<file path="src/rtl/cond_pkg.sv">
// Shared condition-code encodings and flag bit positions for the conditional-execution stage.
// Pure declarations: no logic, no latency, no flow control.
// Imported by cond_check, cond_unit and any later pipelined consumer.
package cond_pkg;

    typedef enum logic [3:0] {
        EQ = 4'h0, NE = 4'h1, CS = 4'h2, CC = 4'h3,
        MI = 4'h4, PL = 4'h5, VS = 4'h6, VC = 4'h7,
        HI = 4'h8, LS = 4'h9, GE = 4'hA, LT = 4'hB,
        GT = 4'hC, LE = 4'hD, AL = 4'hE, NV = 4'hF
    } cond_e;

    localparam int FLAG_N = 3;
    localparam int FLAG_Z = 2;
    localparam int FLAG_C = 1;
    localparam int FLAG_V = 0;

    localparam logic [1:0] FLAGW_NZ = 2'b10;
    localparam logic [1:0] FLAGW_CV = 2'b01;

endpackage

</file>
<file path="src/rtl/cond_check.sv">
// Evaluates a 4-bit ARM condition field against {N,Z,C,V}.
// Purely combinational, zero latency.
// No flow control; the caller qualifies the result with its own valid.
module cond_check
    import cond_pkg::*;
(
    input  logic [3:0] cond,
    input  logic [3:0] flags,
    output logic       cond_ex
);

    logic n, z, c, v;

    always_comb begin
        n       = flags[FLAG_N];
        z       = flags[FLAG_Z];
        c       = flags[FLAG_C];
        v       = flags[FLAG_V];
        cond_ex = 1'b0;
        case (cond_e'(cond))
            EQ:      cond_ex = z;
            NE:      cond_ex = ~z;
            CS:      cond_ex = c;
            CC:      cond_ex = ~c;
            MI:      cond_ex = n;
            PL:      cond_ex = ~n;
            VS:      cond_ex = v;
            VC:      cond_ex = ~v;
            HI:      cond_ex = c & ~z;
            LS:      cond_ex = ~c | z;
            GE:      cond_ex = (n == v);
            LT:      cond_ex = (n != v);
            GT:      cond_ex = ~z & (n == v);
            LE:      cond_ex = z | (n != v);
            AL:      cond_ex = 1'b1;
            default: cond_ex = 1'b0; // NV is reserved and never executes
        endcase
    end

endmodule

</file>
<file path="src/rtl/cond_unit.sv">
// Holds NZCV, evaluates the condition and gates write enables; COND_UNIT_STATS_EN adds exec/skip counters.
// Gated outputs are combinational from registered flags (zero latency); flags update on the next edge.
// No backpressure: one instruction per cycle, bubbles marked by valid=0.
module cond_unit
    import cond_pkg::*;
#(
    parameter int CNT_W = 32
)
(
    input  logic             clk,
    input  logic             reset,
    input  logic             valid,
    input  logic [3:0]       cond,
    input  logic [3:0]       alu_flags,
    input  logic [1:0]       flag_w,
    input  logic             pcs,
    input  logic             reg_w,
    input  logic             mem_w,
    input  logic             no_write,
    output logic             pc_src,
    output logic             reg_write,
    output logic             mem_write,
    output logic             cond_ex,
    output logic [3:0]       flags
`ifdef COND_UNIT_STATS_EN
    ,
    output logic [CNT_W-1:0] exec_cnt,
    output logic [CNT_W-1:0] skip_cnt
`endif
);

    logic exec;

    // Uses only the registered flags: an instruction never sees its own ALU result.
    cond_check u_cond_check (
        .cond    (cond),
        .flags   (flags),
        .cond_ex (cond_ex)
    );

    assign exec      = valid & cond_ex;
    assign pc_src    = exec & pcs;
    assign reg_write = exec & reg_w & ~no_write;
    assign mem_write = exec & mem_w;

    always_ff @(posedge clk) begin
        if (reset) begin
            flags <= 4'b0000;
        end else if (exec) begin
            if ((flag_w & FLAGW_NZ) != 2'b00) begin
                flags[FLAG_N:FLAG_Z] <= alu_flags[FLAG_N:FLAG_Z];
            end
            if ((flag_w & FLAGW_CV) != 2'b00) begin
                flags[FLAG_C:FLAG_V] <= alu_flags[FLAG_C:FLAG_V];
            end
        end
    end

`ifdef COND_UNIT_STATS_EN
    // Counters hold at all-ones rather than wrap.
    always_ff @(posedge clk) begin
        if (reset) begin
            exec_cnt <= '0;
            skip_cnt <= '0;
        end else if (valid) begin
            if (cond_ex) begin
                if (exec_cnt != '1) exec_cnt <= exec_cnt + CNT_W'(1);
            end else begin
                if (skip_cnt != '1) skip_cnt <= skip_cnt + CNT_W'(1);
            end
        end
    end
`endif

endmodule

</file>
<file path="config.mk">
export PLATFORM = sky130hd
export DESIGN_NAME = cond_unit
export DESIGN_NICKNAME = d
export VERILOG_FILES = /design/src/rtl/cond_pkg.sv /design/src/rtl/cond_check.sv /design/src/rtl/cond_unit.sv
export SDC_FILE = /design/constraint.sdc
export NUM_CORES = 1
export LEC_CHECK = 0
export BUFFER_PORTS_ARGS = -buffer_cell sky130_fd_sc_hd__buf_2
export CORE_AREA = 2 2 39 41
export CTS_CLUSTER_SIZE = 28
export DETAILED_ROUTE_END_ITERATION = 10
export DIE_AREA = 0 0 41 43
export GPL_ROUTABILITY_DRIVEN = 0
export PLACE_DENSITY_LB_ADDON = 0.2
export SETUP_SLACK_MARGIN = 0.1
export SLEW_MARGIN = 20
export SYNTH_ARGS = -nofsm -noshare
export SYNTH_HDL_FRONTEND = slang
export SYNTH_SLANG_ARGS = --single-unit
export TNS_END_PERCENT = 5
</file>
<file path="constraint.sdc">
create_clock -name clk -period 5.1 [get_ports clk]
set_input_delay 1.02 -clock clk [delete_from_list [all_inputs] [get_ports clk]]
set_output_delay 1.02 -clock clk [all_outputs]
set_load 0.01 [all_outputs]
</file>
==> out/metrics.cfg <==
[status]
status = finished clean

[critical_path]
r2r_cells = 5
cp-end-kind = output pin
arrival_ns = 2.32
ff2ff_setup_slack_ns = 3.51
cp-endpoint = reg_write
crit_start = cond[2]
reg2reg_from = flags[2]
critPathLaunchType = primary input
r2r-end = flags[0]
cp_max_fo = 9
critPathKind = in2out
required_ns = 4.08

[logic_synthesis]
synth-warning-count = 0
synth_edf_count = 0
syn-num-nets = 75
synth_top_area_share_pct = 17.4
seq_area_frac_synth_pct = 17.4
synthAdderAreaFrac_pct = 0
syn_inst = 58
synth_top_family_by_area = simple AND/OR/NAND/NOR gates
synth_seq_cells = 4
syn_avg_cell_area_sq_um = 7.92
synth_xor_area_share_pct = 3.81
synth_compound_area_share_pct = 19.1
synth_top_cells_by_area = dfxtp_1 17%, mux2i_1 11%, nand2b_1 9.5%
synth-simple-area-share_pct = 40.3
yosys.area.top_type = dfxtp_1
ys_types = 25
ys.flop_type = dfxtp_1
synth_area_sq_um = 459
async_flop_share_pct = 0
synthMuxAreaShare_pct = 13.4

[final_layout]
fillCellCount = 161
antenna_cells = 0
regArea_sq_um = 80.1
final_cells = 98
finalNetCount = 101
drive_gt1_share_pct = 37.8
largest_register = flags
post-route-util_pct = 43.5
largestRegisters = flags x4
largest_register_ffs = 4
multi_input_area_sq_um = 352
syn_to_final_growth_pct = 31.1

[global_routing]
grt_pass1_wl_um = 1630
grtUsageTotal_pct = 13.8
grt_start_max_net_pins = 12
grt_pass1_vias = 410
grt_overflow = 0
antenna_found_initial = 0

[power_and_ir_drop]
power_switching_share_pct = 30.1
p_leak_nw = 0.270
intPower_mw = 0.0779
clockPowerShare_pct = 35.8
power-per-cell-area_mw_per_mm2 = 185
seq_power_share_pct = 31.7
ir_drop_mv = 0.0753
power_frac_comb_pct = 32.5
p_sw_mw = 0.0336

[sta]
finClkSkew_ns = 0.00451
hold_slack_ns = 0.527
worst_slew_pin_slew_ns = 0.329
timing.final.ws_setup_ns = 1.76
rsz0062_at_grt = no
layout_min_cycle_time_ns = 3.34
max_slew_margin_pct = 78.0
slew_violations = 0
setup-tns-final_ns = 0
fmax_ghz = 0.299
setup_viol = 0
finalHoldViolCount = 0
period_share_pct = 65.5

[clocking]
clkTransAtPathRegs_ns = 0.04
cts_tree = done
cts_setup_buffers = 0
hold_buffers = 0
ctsLongestPathBuffers = 2
clock-sinks = 4
cts_made_buffers = 3
htreeDepth = 1
cts_root_buf = clkbuf_4
cts_resized = 0
clock_latency_ns = 0.24

[placed_design]
dp_cells = 95
dp_hpwl_um = 812
post-place-ws_ns = 1.77
numPortBuffers = 24

[floorplan]
fp.dieW_um = 41
ioPinCount = 25
die_h_um = 43
num_rows = 14
core_sq_mm = 0.00138
start_util_pct = 33.2
die-area_sq_mm = 0.00176

[routing]
drc = 0
firstDrtPassIters = 1
via_count = 473
postRouteAntennaNets = 0
wl_per_cell_um = 10.3
routed_wl_um = 1010
vias_per_cell = 4.83
initialDrtViolationCount = 0

[job]
cap_violations = 0

[hold_path]
whs_path_depth = 2
hold_start = flags[0]
hold_class = reg2reg

-- power by group through the flow --
stage	logic (mW)	clock network, mW	registers (mW)
2_1_floorplan	0.0240	0	0.0360
3_3_place_gp	0.0364	0	0.0359
3_5_place_dp	0.0366	0	0.0360
4_1_cts	0.0366	0.0422	0.0355
5_1_grt	0.0410	0.0445	0.0358
6_report	0.0362	0.0399	0.0354
-- Yosys cell counts, types with 2 or more instances --
cell / instances
o21bai_1: 2
nor3b_1: 3
xnor2_1: 2
nand2_1: 6
o22ai_1: 2
mux2i_1: 5
inv_1: 2
buf_4: 2
nor2_1: 4
o21a_1: 2
a21oi_1: 4
nand2b_1: 7
or2b_1: 2
dfxtp_1: 4
-- critical path, stage by stage --
cell     delay (ns)
buf_2          0.14
or3b_1         0.38
a21oi_1        0.18
nor4b_2        0.08
o21a_1         0.22
nor3_2         0.15
buf_2          0.14
-- layout by cell type, fill, tap and decap left out, drive strengths merged, types with 2 or more instances in the layout --
cell and instances:
o21a 2, o22ai 2, nand2 6, o21bai 2, clkbuf 3, nor3b 3
or2b 2, nor4b 2, dfxtp 4, inv 2, a21oi 4, buf 24
xnor2 2, mux2i 5, nand2b 7, nor2 4
-- logic make-up (layout without fill, tap and decap cells) --
group                     count (synthesis)  in the layout
DFF                                       4              4
AOI/OAI and AO/OA                        12             12
muxes                                     6              6
buffers and inverters                     5             29
and+or+nand+nor                          29             29
xor gates and xnor gates                  2              2
-- per-stage QoR --
step / power, mW / area (sq um)
2_1_floorplan: 0.0601 / 459
3_3_place_gp: 0.0723 / 579
3_5_place_dp: 0.0726 / 579
4_1_cts: 0.114 / 602
5_1_grt: 0.121 / 602
6_report: 0.112 / 602
-- worst min path at each step --
| stage | to | slack, ns |
|---|---|---|
| after global routing | flags[0] | 0.57 |
| after global placement | flags[0] | 0.52 |
| after detailed placement | flags[0] | 0.52 |
| after CTS | flags[0] | 0.53 |
| final | flags[0] | 0.53 |
| after floorplan | flags[1] | 0.53 |
-- routing by layer --
layer | track usage, % | up-vias | share of wire [%]
met1 | 17.4 | 205 | 47
met2 | 19.4 | 11 | 47
met4 | 10.0 | 0 | 1.9
li1 | - | 255 | -
met5 | 0 | - | 0
met3 | 3.14 | 2 | 4.5
-- area by class of cell --
type	instances	share of cell area, %
well taps	16	3.33
clock buffers	3	3.74
repair buffers	24	20.0
inverters	2	1.25
multi-input cells	49	58.4
flip-flops and latches	4	13.3
Note: power is estimated with default switching activity, not from simulation.
